[src/rtl/gci_std_kmc_sync_fifo_ext.sv]
// Single-clock show-ahead FIFO with protected access, programmable almost-full/empty
// thresholds and peak tracking. Optional sticky error flags: GCI_STD_KMC_SYNC_FIFO_EXT_ERRFLAG_EN.
module gci_std_kmc_sync_fifo_ext #(
  parameter int N     = 16,
  parameter int DEPTH = 4,
  parameter int D_N   = 2
) (
  input  logic           iCLOCK,
  input  logic           inRESET,
  input  logic           iREMOVE,
  input  logic [D_N:0]   iAF_THRESH,
  input  logic [D_N:0]   iAE_THRESH,
  output logic [D_N:0]   oCOUNT,
  output logic [D_N:0]   oMAX_COUNT,
  input  logic           iWR_EN,
  input  logic [N-1:0]   iWR_DATA,
  output logic           oWR_FULL,
  output logic           oWR_ALMOST_FULL,
  input  logic           iRD_EN,
  output logic [N-1:0]   oRD_DATA,
  output logic           oRD_EMPTY,
  output logic           oRD_ALMOST_EMPTY,
  output logic           oOVERFLOW,
  output logic           oUNDERFLOW
);

  localparam logic [D_N:0] PTR_ONE = {{D_N{1'b0}}, 1'b1};

  logic [D_N:0] wr_ptr;
  logic [D_N:0] rd_ptr;
  logic [D_N:0] count;
  logic [D_N:0] next_count;
  logic [D_N:0] max_count;
  logic         full;
  logic         empty;
  logic         rd_acc;
  logic         wr_acc;
  logic [N-1:0] mem [DEPTH];

  function automatic logic [D_N:0] peak_of(input logic [D_N:0] held, input logic [D_N:0] cand);
    peak_of = (cand > held) ? cand : held;
  endfunction

  // Occupancy is the modulo pointer distance; the wrap bit makes full == count[D_N].
  assign count      = wr_ptr - rd_ptr;
  assign full       = count[D_N];
  assign empty      = (count == '0);
  assign rd_acc     = iRD_EN & ~empty;
  assign wr_acc     = iWR_EN & (~full | rd_acc);
  assign next_count = count + (wr_acc ? PTR_ONE : '0) - (rd_acc ? PTR_ONE : '0);

  always_ff @(posedge iCLOCK or negedge inRESET) begin
    if (!inRESET) begin
      wr_ptr    <= '0;
      rd_ptr    <= '0;
      max_count <= '0;
    end else if (iREMOVE) begin
      wr_ptr    <= '0;
      rd_ptr    <= '0;
      max_count <= '0;
    end else begin
      if (wr_acc) wr_ptr <= wr_ptr + PTR_ONE;
      if (rd_acc) rd_ptr <= rd_ptr + PTR_ONE;
      max_count <= peak_of(max_count, next_count);
    end
  end

  // Storage is deliberately not reset; on full+write+read the write lands in the slot being popped.
  always_ff @(posedge iCLOCK) begin
    if (wr_acc && !iREMOVE) mem[wr_ptr[D_N-1:0]] <= iWR_DATA;
  end

`ifdef GCI_STD_KMC_SYNC_FIFO_EXT_ERRFLAG_EN
  logic overflow;
  logic underflow;

  always_ff @(posedge iCLOCK or negedge inRESET) begin
    if (!inRESET) begin
      overflow  <= 1'b0;
      underflow <= 1'b0;
    end else if (iREMOVE) begin
      overflow  <= 1'b0;
      underflow <= 1'b0;
    end else begin
      if (iWR_EN && !wr_acc) overflow  <= 1'b1;
      if (iRD_EN && empty)   underflow <= 1'b1;
    end
  end

  assign oOVERFLOW  = overflow;
  assign oUNDERFLOW = underflow;
`else
  assign oOVERFLOW  = 1'b0;
  assign oUNDERFLOW = 1'b0;
`endif

  assign oCOUNT           = count;
  assign oMAX_COUNT       = max_count;
  assign oWR_FULL         = full;
  assign oWR_ALMOST_FULL  = (count >= iAF_THRESH);
  assign oRD_EMPTY        = empty;
  assign oRD_ALMOST_EMPTY = (count <= iAE_THRESH);
  assign oRD_DATA         = mem[rd_ptr[D_N-1:0]];

endmodule

[config.mk]
export PLATFORM = sky130hd
export DESIGN_NAME = gci_std_kmc_sync_fifo_ext
export DESIGN_NICKNAME = d
export VERILOG_FILES = /design/src/rtl/gci_std_kmc_sync_fifo_ext.sv
export SDC_FILE = /design/constraint.sdc
export NUM_CORES = 1
export LEC_CHECK = 0
export CAP_MARGIN = 0
export CORE_ASPECT_RATIO = 0.6
export CORE_MARGIN = 5
export CORE_UTILIZATION = 35
export DETAILED_ROUTE_END_ITERATION = 10
export PLACE_DENSITY_LB_ADDON = 0.2
export SLEW_MARGIN = 20
export SYNTH_ARGS = -nofsm -noshare
export SYNTH_HDL_FRONTEND = slang
export SYNTH_SLANG_ARGS = --single-unit
[constraint.sdc]
create_clock -name iCLOCK -period 7.85 [get_ports iCLOCK]
set_input_delay 1.57 -clock iCLOCK [delete_from_list [all_inputs] [get_ports iCLOCK]]
set_output_delay 1.57 -clock iCLOCK [all_outputs]
set_load 0.05 [all_outputs]
==> impl_metrics.py <==
metrics = {
    "route": {
        "drt_first_pass_iters": 4,
        "wl_per_cell_um": 17.3,
        "vias_per_cell": 4.73,
        "drt-total-wl_mm": 6.09,
        "ant_nets": 0,
        "top_layer": "met4",
        "met2_length_mm": 2.80,
        "drc": 0,
        "wl_met3_um": 264,
        "drtIter0Drc": 112,
        "wl_met1_mm": 2.95,
        "vias": 1669,
    },
    "pwr": {
        "p_leak_uw": 0.00149,
        "switching_share_pct": 39.5,
        "intPower_uw": 972,
        "pwr-share-seq_pct": 29.9,
        "ir_worst_vdd_mv": 0.137,
        "pwr-share-comb_pct": 48.8,
        "p_switching_uw": 635,
        "clkPwrFrac_pct": 21.3,
        "power.density_nw_per_um2": 396,
    },
    "placed_design": {
        "hpwl_mm": 4.17,
        "io_buffers": 52,
        "dp_slack_ns": 2.68,
        "gp_congestion": 0.713,
    },
    "sta": {
        "layout_setup_ws_ns": 2.66,
        "max_freq_mhz": 193,
        "relSlewSlack_pct": 37.7,
        "rsz0062_at_grt": "no",
        "setup_tns_ns": 0,
        "min_period_over_period_pct": 66.1,
        "finalSetupViolCount": 0,
        "tightest_slew_ns": 0.934,
        "period_minus_slack_ns": 5.19,
        "fin_skew_ns": 0.00297,
        "finalHoldViolations": 0,
        "report.final.slew_viol_count": 0,
    },
    "synth": {
        "synth_top_area_cell": "edfxtp_1",
        "synthMostInstantiatedCell": "edfxtp_1",
        "async_flop_share_pct": 12.3,
        "synth.top_cell.area_share_pct": 60.4,
        "synthFlopType": "edfxtp_1",
        "ys_types": 32,
        "synthMuxAreaShare_pct": 12.6,
        "ys_seq_area_share_pct": 67.5,
        "synthCells": 180,
        "mappedNetlistArea_um2": 3180,
        "synthAdderAreaFrac_pct": 7.95,
        "synth-simple-area-share_pct": 3.78,
        "synth.top_cells.by_area": "edfxtp_1 (60%), mux4_2 (11%), dfrtp_1 (7.1%), ha_1 (6.7%), inv_1 (2.0%)",
        "avgSynthCellArea_um2": 17.7,
        "synth-xor-area-share_pct": 2.16,
        "synth.top_cells.by_count": "edfxtp_1 (64), ha_1 (17), inv_1 (17), mux4_2 (16)",
        "synth_edf_count": 64,
        "synth_seq_cells": 73,
        "synth_compound_area_share_pct": 2.52,
        "yosysWarnings": 0,
        "synth_top_family_by_area": "multiplexers",
    },
    "clocking": {
        "clockBufferDepth": 2,
        "holdBufCountCts": 0,
        "htree_levels": 3,
        "cts_resized": 0,
        "path_clk_slew_ns": 0.05,
        "cts_tree": "yes",
        "post_cts_buffers": 0,
        "root_buffer": "clkbuf_16",
        "cts_inserted_buffers": 9,
        "clkSinkCount": 73,
        "clk_latency_ns": 0.32,
    },
    "setup_path": {
        "worstPathMaxFanout": 2,
        "crit_chain": "clkdlybuf4s50_1, inv_1, ha_1, nor2b_1, o21a_1, o21ai_0, clkdlybuf4s50_1",
        "end_kind": "output pin",
        "crit_arrival_ns": 3.62,
        "cpPeakStageDelay_ns": 0.83,
        "critPathTopFamily": "buffers and inverters",
        "critPathSlowestCell": "clkdlybuf4s50_1",
        "crit_top_cell": "clkdlybuf4s50_1",
        "critPathBufInv": 3,
        "crit_required_ns": 6.28,
        "setup.worst_path.class": "primary input to output pin",
        "start_kind": "primary input",
    },
    "grt": {
        "grt_max_degree": 20,
        "grt_usage_pct": 11.7,
        "grt_antenna_before_repair": 0,
        "grt_overflow": 0,
        "grt_pass1_wl_mm": 9.83,
        "first_global_vias": 1788,
    },
    "final_layout": {
        "drive_gt1_share_pct": 12.4,
        "fin_nets": 283,
        "syn2layout_area_growth_pct": 27.7,
        "antenna_cells": 0,
        "fill_cells": 747,
    },
    "floorplan": {
        "num_rows": 26,
        "die_area_um2": 11200,
        "core_area_um2": 8690,
        "ios": 55,
        "die_x_um": 133,
        "fp.dieH_um": 83.8,
        "start_util_pct": 36.6,
    },
    "hold_path": {
        "hold_path.class": "flip-flop to flip-flop",
    },
    "job": {
        "cap_violations": 0,
    },
    "run_status": {
        "status": "finished, final reports clean",
    },
}
## final timing paths
kind,to,from,slack (ns),depth (start not counted)
worst min register to register,oMAX_COUNT[0],oMAX_COUNT[0],0.57,2
max in group asynchronous,oMAX_COUNT[2],inRESET,5.95,1
min in group asynchronous,wr_ptr[2],inRESET,1.57,1
worst min-delay path,oMAX_COUNT[0],oMAX_COUNT[0],0.57,2
worst max-delay path,oRD_ALMOST_EMPTY,iAE_THRESH[1],2.66,7
worst max register to register,oMAX_COUNT[2],rd_ptr[1],3.26,16
## state kept, by name, summed over array words and instances, names as in the netlist
signal	flops
mem	64
oMAX_COUNT	3
rd_ptr	3
wr_ptr	3
## kinds of logic (layout without fill, tap and decap cells)
group	count (synthesis)	in the layout
flip-flops	73	73
buffers and inverters	25	85
AND/OR/NAND/NOR	24	24
multiplexers	20	20
adder cells (fa/ha/maj)	19	19
AO/OA/AOI/OAI	12	12
XOR/XNOR	6	6
other	1	2
## stage by stage
stage                     hold WS [ns]  util [%]  cell area [um^2]  cells  total power (uW)
after floorplan                  0.542         -              3180    181              1060
after global placement           0.560      43.8              3810    338              1270
after detailed placement         0.563      43.8              3810    338              1280
after CTS                        0.588      46.7              4060    353              1630
after global routing             0.618      46.7              4060    353              1710
final                            0.568      46.7              4060    353              1610
## power by group through the flow
stage / clock network [uW] / registers (uW) / logic, uW
after detailed placement: 0 / 489 / 792
after floorplan: 0 / 491 / 571
final: 343 / 480 / 784
after global placement: 0 / 488 / 782
after global routing: 373 / 484 / 853
after CTS: 352 / 481 / 795
## area by class of cell
cell class              instances  area, um^2  share of cell area (%)
clock buffers                   9         225                    5.55
clock inverters                 6        26.3                   0.647
inverters                      17        63.8                    1.57
multi-input cells              83         930                    22.9
flip-flops and latches         73        2150                    52.9
well taps                     112         140                    3.45
repair buffers                 53         528                    13.0
## layout by cell type, fill, tap and decap left out, drive strengths merged, types with 4 or more instances in the layout
cell | netlist | routed
mux2i | 4 | 4
and2 | 4 | 4
dfrtp | 9 | 9
clkbuf | 2 | 9
clkdlybuf4s50 | 0 | 52
edfxtp | 64 | 64
clkinv | 0 | 5
mux4 | 16 | 16
inv | 17 | 17
ha | 17 | 17
nor2 | 9 | 9
## metal layers
layer  up-vias  GRT usage (%)
met1       844           15.2
met3         6           4.76
met4         0           3.68
li1        787              -
met2        32           17.8
met5         -              0
## worst min-delay path, delay by kind of cell, from the launching register on
family	cells	cell delay (ns)
flops	1	0.37
simple gates	1	0.08
mux	1	0.08
Note: power is estimated with default switching activity, not from simulation.
